$ cat src/rtl/ekf_stage_seq.sv
// ekf_stage_seq
// Step sequencer in front of the RSA/NonLinear pair. Buffers observations
// from the PS in an 8-deep first-word-fall-through FIFO. A step_go pulse
// latches one motion command. The block then walks the RSA stage handshake:
// an optional PRD stage, then one NEW/UPD stage for each observation that was
// buffered when step_go arrived. Operands are held steady for each stage.
// A watchdog aborts any stage that gets no stage_rdy in time.
//
// Ports
//   clk, sys_rst              clock, synchronous active-high reset
//   step_go, prd_en           start-step pulse; run PRD first when prd_en=1
//   vlr, alpha                motion command, sampled with step_go
//   obs_valid/obs_ready       observation push handshake (ready = FIFO not full)
//   obs_rk, obs_phi, obs_new  observation payload (obs_new: 1 = NEW, 0 = UPD)
//   obs_count                 FIFO occupancy
//   busy, step_done           not-IDLE flag; one-cycle normal-completion pulse
//   err_timeout               sticky watchdog flag
//   stage_val, stage_rdy      RSA handshake (000 idle, 001 PRD, 010 NEW, 011 UPD)
//   vlr_o, alpha_o, rk_o, phi_o  held operands to RSA/NonLinear
module ekf_stage_seq #(
  parameter int              DW      = 32,
  parameter int              OBS_AW  = 3,
  parameter int              TO_W    = 20,
  parameter logic [TO_W-1:0] TIMEOUT = 20'hFFFFF
) (
  input  logic              clk,
  input  logic              sys_rst,
  input  logic              step_go,
  input  logic              prd_en,
  input  logic [DW-1:0]     vlr,
  input  logic [DW-1:0]     alpha,
  input  logic              obs_valid,
  output logic              obs_ready,
  input  logic [DW-1:0]     obs_rk,
  input  logic [DW-1:0]     obs_phi,
  input  logic              obs_new,
  output logic [OBS_AW:0]   obs_count,
  output logic              busy,
  output logic              step_done,
  output logic              err_timeout,
  output logic [2:0]        stage_val,
  input  logic              stage_rdy,
  output logic [DW-1:0]     vlr_o,
  output logic [DW-1:0]     alpha_o,
  output logic [DW-1:0]     rk_o,
  output logic [DW-1:0]     phi_o
);

  localparam int              DEPTH     = 1 << OBS_AW;
  localparam logic [OBS_AW:0] FULL_CNT  = {1'b1, {OBS_AW{1'b0}}};
  localparam logic [TO_W-1:0] WDOG_LAST = TIMEOUT - TO_W'(1);

  localparam logic [2:0] SV_IDLE = 3'b000;
  localparam logic [2:0] SV_PRD  = 3'b001;
  localparam logic [2:0] SV_NEW  = 3'b010;
  localparam logic [2:0] SV_UPD  = 3'b011;

  typedef enum logic [2:0] {S_IDLE, S_PRD, S_GAP, S_LOAD, S_OBS, S_DONE} state_e;

  typedef struct packed {
    logic [DW-1:0] rk;
    logic [DW-1:0] phi;
    logic          is_new;
  } obs_t;

  // ---------------- observation FIFO ----------------
  obs_t              mem_q [DEPTH];
  logic [OBS_AW-1:0] wr_ptr_q, rd_ptr_q;
  logic [OBS_AW:0]   count_q;
  logic              push, pop;
  obs_t              head;

  state_e state_q, state_d;

  assign obs_ready = (count_q != FULL_CNT);
  assign obs_count = count_q;
  assign push      = obs_valid & obs_ready;
  // The pop count never exceeds the step_go snapshot, so LOAD never sees an empty FIFO.
  assign pop       = (state_q == S_LOAD);
  assign head      = mem_q[rd_ptr_q];

  // NOTE: the storage array has no reset; a flush only clears the pointers and
  // the count, and stale entries are never read because count gates every pop.
  always_ff @(posedge clk) begin
    if (push) mem_q[wr_ptr_q] <= '{rk: obs_rk, phi: obs_phi, is_new: obs_new};
  end

  // NOTE: every sequential block uses non-blocking assignments, so all flops
  // sample values from before the clock edge and their order does not matter.
  always_ff @(posedge clk) begin
    if (sys_rst) begin
      wr_ptr_q <= '0;
      rd_ptr_q <= '0;
      count_q  <= '0;
    end else begin
      if (push) wr_ptr_q <= wr_ptr_q + OBS_AW'(1);
      if (pop)  rd_ptr_q <= rd_ptr_q + OBS_AW'(1);
      case ({push, pop})
        2'b10:   count_q <= count_q + (OBS_AW+1)'(1);
        2'b01:   count_q <= count_q - (OBS_AW+1)'(1);
        default: count_q <= count_q;
      endcase
    end
  end

  // ---------------- step state machine ----------------
  logic [OBS_AW:0] remaining_q;
  logic [TO_W-1:0] wdog_q, wdog_d;
  logic            new_q, new_d;
  logic [2:0]      stage_val_q, stage_val_d;
  logic            busy_q, step_done_q, err_q;
  logic [DW-1:0]   vlr_q, alpha_q, rk_q, phi_q;
  logic            take_step, abort;

  // NOTE: every signal driven here gets a default first, so no path through
  // the case can leave one unassigned and infer a latch.
  always_comb begin
    state_d     = state_q;
    take_step   = 1'b0;
    abort       = 1'b0;
    stage_val_d = SV_IDLE;

    case (state_q)
      S_IDLE: if (step_go) begin
        take_step = 1'b1;
        state_d   = prd_en ? S_PRD : S_GAP;
      end
      S_PRD, S_OBS: begin
        // stage_rdy takes priority over an expiring watchdog in the same cycle.
        if (stage_rdy) begin
          state_d = S_GAP;
        end else if (wdog_q == WDOG_LAST) begin
          abort   = 1'b1;
          state_d = S_IDLE;
        end
      end
      S_GAP:   state_d = (remaining_q == '0) ? S_DONE : S_LOAD;
      S_LOAD:  state_d = S_OBS;
      S_DONE:  state_d = S_IDLE;
      default: state_d = S_IDLE;
    endcase

    // The stage type comes from the entry being popped, or is held once in OBS.
    new_d = (state_q == S_LOAD) ? head.is_new : new_q;

    // Outputs are decoded from the next state so they leave the flops aligned with it.
    case (state_d)
      S_PRD:   stage_val_d = SV_PRD;
      S_OBS:   stage_val_d = new_d ? SV_NEW : SV_UPD;
      default: stage_val_d = SV_IDLE;
    endcase

    // The watchdog restarts on entry to a stage and counts while the stage is held.
    wdog_d = ((state_d == S_PRD || state_d == S_OBS) && state_d == state_q)
             ? wdog_q + TO_W'(1) : '0;
  end

  always_ff @(posedge clk) begin
    if (sys_rst) begin
      state_q     <= S_IDLE;
      remaining_q <= '0;
      wdog_q      <= '0;
      new_q       <= 1'b0;
      stage_val_q <= SV_IDLE;
      busy_q      <= 1'b0;
      step_done_q <= 1'b0;
      err_q       <= 1'b0;
      vlr_q       <= '0;
      alpha_q     <= '0;
      rk_q        <= '0;
      phi_q       <= '0;
    end else begin
      state_q     <= state_d;
      wdog_q      <= wdog_d;
      new_q       <= new_d;
      stage_val_q <= stage_val_d;
      busy_q      <= (state_d != S_IDLE);
      step_done_q <= (state_d == S_DONE);
      if (take_step) begin
        vlr_q       <= vlr;
        alpha_q     <= alpha;
        remaining_q <= count_q;   // Later pushes wait for the next step.
        err_q       <= 1'b0;
      end
      if (abort) err_q <= 1'b1;
      if (pop) begin
        rk_q        <= head.rk;
        phi_q       <= head.phi;
        remaining_q <= remaining_q - (OBS_AW+1)'(1);
      end
    end
  end

  assign stage_val   = stage_val_q;
  assign busy        = busy_q;
  assign step_done   = step_done_q;
  assign err_timeout = err_q;
  assign vlr_o       = vlr_q;
  assign alpha_o     = alpha_q;
  assign rk_o        = rk_q;
  assign phi_o       = phi_q;

endmodule

$ cat config.mk
export PLATFORM = sky130hd
export DESIGN_NAME = ekf_stage_seq
export DESIGN_NICKNAME = d
export VERILOG_FILES = /design/src/rtl/ekf_stage_seq.sv
export SDC_FILE = /design/constraint.sdc
export NUM_CORES = 1
export LEC_CHECK = 0
export CAP_MARGIN = 20
export CORE_MARGIN = 8
export CORE_UTILIZATION = 55
export CTS_BUF_LIST = sky130_fd_sc_hd__clkbuf_4 sky130_fd_sc_hd__clkbuf_8
export DETAILED_ROUTE_END_ITERATION = 16
export GPL_TIMING_DRIVEN = 1
export PLACE_DENSITY = 0.78
export SYNTH_ARGS = -nofsm -noshare
export SYNTH_HDL_FRONTEND = slang
export SYNTH_SLANG_ARGS = --single-unit
$ cat constraint.sdc
create_clock -name clk -period 12.7 [get_ports clk]
set_input_delay 2.54 -clock clk [delete_from_list [all_inputs] [get_ports clk]]
set_output_delay 2.54 -clock clk [all_outputs]
set_load 0.1 [all_outputs]
### After elaboration in Yosys (flattened, before gate mapping)

Memories as Yosys holds them, arrays and structs flattened. A register that Yosys moved wholly into a read port is not among the register bits.
Cells that the tools add are included.

* register bits: 172
* RAM bits: 520
* bits of input ports: 135
* output and inout port bits: 139
* word-level logic and storage cells: 69
* memories kept: 1

Memories
* mem_q: depth 8, bits a word 65, read ports 1, clocked after memory_dff 1, wr ports 1, line 67 `obs_t mem_q [DEPTH];`

* $add $sub $neg: 6
* equality and inequality tests: 12
* mux-type cells: 23
* bitwise operators: 2
* reductions and logical operators: 10

Operators by type and width (number)
* $add A20 B1 Y20 const B: 1
* $eq A20 B20 Y1 const B: 1
* $mux W3: 6
* $pmux W3 S4: 1
* $mux W1: 11
* $eq A3 B3 Y1 const B: 3
* $mux W4: 2
* $pmux W4 S2: 1
* $sub A4 B1 Y4 const B: 2
* $add A3 B1 Y3 const B: 2
* $eq A3 B1 Y1 const B: 2
* $eq A3 B2 Y1 const B: 2
* $reduce_bool A2 Y1: 3
* $add A4 B1 Y4 const B: 1
* $logic_not A4 Y1: 1
* $ne A4 B4 Y1 const B: 1
* $pmux W2 S2: 1
* $reduce_or A2 Y1: 2
* $eq A3 B3 Y1: 1
* $logic_not A3 Y1: 1
* $reduce_bool A3 Y1: 1
* $eq A2 B1 Y1 const B: 1
* $eq A2 B2 Y1 const B: 1
* $mux W2: 1
* 4 further kinds: 4

### Logic depth before layout (Yosys ltp)

* depth after elaboration: 9
* gate-level depth with buffers: 12
* mapped depth without buffers: 10

### Worst setup path after synthesis

Ideal clock, no wire load.

* path kind: input -> register
* start: in obs_valid
* end: mem mem_q[0][0] (netlist name), enable pin
* setup time: 0.651 ns
* data arrival time: 8.926 ns
* data required time: 12.049 ns
* slack: 3.123 ns
* stages: 2
* path buffers: 0
* cell sequence: nand2_1 > nor4_1

* longest elaborated chain between the ends: 3

RTL lines
* from (decl): line 32 `input logic obs_valid,`
* $and A1 B1 Y1: line 77 `assign push = obs_valid & obs_ready;`
* $mux W1: line 85 `if (push) mem_q[wr_ptr_q] <= '{rk: obs_rk, phi: obs_phi, is_new: obs_new};`
* $mux W1 (implied by the code): line 85
* to (decl): line 67

No other way between the ends.

### Worst setup path in the final report

* start: reg count_q[0], in the netlist obs_count[0]
* end: out obs_ready

* longest elaborated chain between the ends: 1

RTL lines
* from (decl): line 69 `logic [OBS_AW:0] count_q;`
* from (signal assigned): line 99 `2'b10: count_q <= count_q + (OBS_AW+1)'(1);`
* from (signal assigned): line 100 `2'b01: count_q <= count_q - (OBS_AW+1)'(1);`
* from (signal assigned): line 101 `default: count_q <= count_q;`
* $ne A4 B4 Y1: line 75 `assign obs_ready = (count_q != FULL_CNT);`
* to (decl): line 33 `output logic obs_ready,`

No other way between the ends.

==> flow_metrics.env <==
export IMPL_critPathKind="flip-flop to output port"
export IMPL_first_pass_iters=5
export IMPL_power_density_nw_per_um2=158
export IMPL_p_seq_share_pct=51.2
export IMPL_fillCellCount=3048
export IMPL_rsz0062_at_grt="no"
export IMPL_grt_max_degree=98
export IMPL_grt_busiest_layer="met2"
export IMPL_root_buffer="clkbuf_8"
export IMPL_dp_slack_ps=7760
export IMPL_timing_fmax_mhz=192
export IMPL_maxSlewViolCount=0
export IMPL_ys_warnings_count=0
export IMPL_use_met1_pct=24.4
export IMPL_switching_share_pct=24.9
export IMPL_port_buffers=272
export IMPL_whs_path_depth=2
export IMPL_layout_nets=1951
export IMPL_wl_um=53100
export IMPL_reg2reg_depth=5
export IMPL_worstPathMaxFanout=5
export IMPL_min_period_over_period_pct=40.9
export IMPL_htreeDepth=3
export IMPL_ys_seq_area_share_pct=73.7
export IMPL_vias_per_cell=5.57
export IMPL_antenna_found_initial=7
export IMPL_clk_pin_slew_ps=60
export IMPL_drt_iter0_markers=825
export IMPL_die_area_um2=54300
export IMPL_insertion_delay_ps=680
export IMPL_die_h_um=233
export IMPL_cts_sinks=694
export IMPL_pwr_share_clk_pct=38.1
export IMPL_rows=79
export IMPL_post_cts_setup_buffer_count=0
export IMPL_start_util_pct=55.7
export IMPL_ant_nets=0
export IMPL_grt_util_all_layers_pct=19.2
export IMPL_p_comb_share_pct=10.7
export IMPL_yosysTopAreaCell="edfxtp_1"
export IMPL_slew_headroom_pct=26.4
export IMPL_cp_slowest_cell="clkdlybuf4s50_1"
export IMPL_syn_area_per_cell_um2=17.4
export IMPL_grt_pass1_vias=14500
export IMPL_grt_pass1_wl_um=80900
export IMPL_synthAdderAreaFrac_pct=0.463
export IMPL_max_cap_violations=0
export IMPL_cp_cell_sequence="inv_1, nand3_1, clkdlybuf4s50_1"
export IMPL_setup_tns_ps=0
export IMPL_required_ps=10160
export IMPL_whs_ps=454
export IMPL_use_met2_pct=32.1
export IMPL_core_area_um2=46600
export IMPL_hold_path_startpoint="vlr_o[0]"
export IMPL_io_pin_count=274
export IMPL_wl_per_cell_um=21.2
export IMPL_synth_async_reset_ratio_pct=0
export IMPL_synth_top_family_by_area="multiplexers"
export IMPL_p_leak_nw=9.94
export IMPL_finalWeightedCongestion=0.773
export IMPL_cts_buffer_depth=3
export IMPL_overflow=0
export IMPL_tightest_slew_ps=1100
export IMPL_yosys_area_share_simple_pct=5.08
export IMPL_hold_violations=0
export IMPL_reg2reg_to="phi_o[17]"
export IMPL_cts_buffers=108
export IMPL_hold_end="vlr_o[0]"
export IMPL_syn_nets=1638
export IMPL_post_cts_resized=0
export IMPL_grtUsageMet3_pct=5.20
export IMPL_min_period_ps=5200
export IMPL_yosys_cell_count_top_type="edfxtp_1"
export IMPL_r2r_slack_ps=9490
export IMPL_intPower_w=0.00373
export IMPL_drc=0
export IMPL_setup_violations=0
export IMPL_synthDominantCellAreaShare_pct=60.2
export IMPL_critPathCaptureType="output port"
export IMPL_yosysUniqueCellTypes=49
export IMPL_syn_inst=1494
export IMPL_synth_edf_count=520
export IMPL_synthXorXnorAreaFrac_pct=0.878
export IMPL_ys_flop_type="edfxtp_1"
export IMPL_fin_ws_ps=7500
export IMPL_hpwl_um=31300
export IMPL_syn_area_um2=25900
export IMPL_ctsHoldBuffers=0
export IMPL_finClkSkew_ps=25.1
export IMPL_switchingPower_w=0.00124
export IMPL_vias=14000
export IMPL_ir_drop_v=0.000116
export IMPL_cts_tree="yes"
export IMPL_cpPeakStageDelay_ps=1210
export IMPL_netlist_top_cells_area="edfxtp_1 60%, dfxtp_1 13%, mux4_2 11%"
export IMPL_crit_arrival_ps=2660
export IMPL_min_path_type="flip-flop to flip-flop"
export IMPL_startpoint_type="flip-flop"
export IMPL_status="finished, final reports clean"
export IMPL_syn_to_final_growth_pct=20.9
export IMPL_muxShareOfSynthArea_pct=13.8
export IMPL_synth_common_cells="520 x edfxtp_1, 174 x dfxtp_1, 148 x nand2_1, 130 x mux4_2, 119 x nor2_1"
export IMPL_synth_compound_area_share_pct=3.86
export IMPL_die_w_um=233
export IMPL_synth_seq_cells=694
export IMPL_final_layout_size_suffix_gt1_share_pct=17.9
==> layout by cell type (no fill, tap or decap), types with 3 or more instances in the layout <==
cell,count
dfxtp_1,171
mux2i_1,65
a21oi_1,75
inv_1,10
nor3_1,5
buf_4,17
clkbuf_4,28
clkinv_2,10
clkdlybuf4s50_1,271
nand2_1,148
nand2b_1,4
xor2_1,18
clkbuf_8,122
bufinv_16,5
clkinv_1,32
nand4_1,4
nand3_1,13
nor3_2,4
a211oi_1,67
mux4_2,130
dfxtp_4,3
xnor2_1,8
nor2_1,116
and2_1,3
nor2_4,3
clkinvlp_4,4
ha_1,8
edfxtp_1,520
==> sequential cells by signal, summed over array words and instances, names as in the netlist, named ones only <==
signal / cells
alpha_o: 32
busy: 1
err_timeout: 1
mem_q: 520
new_q: 1
obs_count: 4
phi_o: 32
rd_ptr_q: 3
remaining_q: 4
rk_o: 32
stage_val: 2
state_q: 3
step_done: 1
vlr_o: 32
wdog_q: 20
wr_ptr_q: 3
==> logic make-up after synthesis <==
logic type | count (synthesis)
buffers and inverters | 98
adder cells (fa/ha/maj) | 9
multiplexers | 195
AO/OA/AOI/OAI | 158
flip-flops | 694
AND/OR/NAND/NOR | 313
XOR/XNOR | 26
other | 1
==> stage by stage <==
stage	util [%]	instances	power, W	instance area (µm²)
floorplan	-	1494	0.00297	25900
detailed placement	62.4	2302	0.00313	29100
CTS	67.2	2505	0.00502	31300
global route	67.4	2508	0.00514	31400
global placement	62.4	2302	0.00311	29100
finish	67.4	2509	0.00497	31400
==> final cells by class <==
| cell class | count | area (µm²) | area share (%) |
|---|---|---|---|
| flip-flops and latches | 694 | 19100 | 60.9 |
| multi-input cells | 702 | 6300 | 20.1 |
| repair buffers | 290 | 2890 | 9.21 |
| clock buffers | 150 | 1890 | 6.02 |
| well taps | 607 | 759 | 2.42 |
| clock inverters | 53 | 368 | 1.17 |
| inverters | 11 | 43.8 | 0.140 |
| diodes | 2 | 5.00 | 0.0160 |
==> critical path: cells and delay by family, from the launching register on <==
kind / cells / cell delay [ps]
buf+inv: 2 / 1320
flops: 1 / 420
simple gates: 1 / 230
==> layer usage <==
layer	share of wire [%]	wire (µm)	up-vias
met5	0.12	65	-
met4	1.9	1030	10
met3	8.9	4710	84
met2	49	26200	487
met1	40	21000	6979
li1	-	-	6421
==> worst max path at each step <==
stage | startpoint | end | slack, ps | cells past startpoint
CTS | obs_count[0] | obs_ready | 7430 | 3
global placement | obs_valid | obs_count[3] | 7880 | 9
global route | obs_count[0] | obs_ready | 7360 | 3
floorplan | obs_valid | mem_q[0][0] | 3120 | 2
finish | obs_count[0] | obs_ready | 7500 | 3
detailed placement | sys_rst | wdog_q[15] | 7760 | 4
==> power by group through the flow <==
stage               Clock [W]  Combinational, W  Sequential (W)
floorplan                   0          0.000173         0.00280
global placement            0          0.000524         0.00259
detailed placement          0          0.000533         0.00259
CTS                   0.00194          0.000535         0.00255
global route          0.00203          0.000560         0.00255
finish                0.00189          0.000531         0.00255
Note: power is estimated with default switching activity, not from simulation.
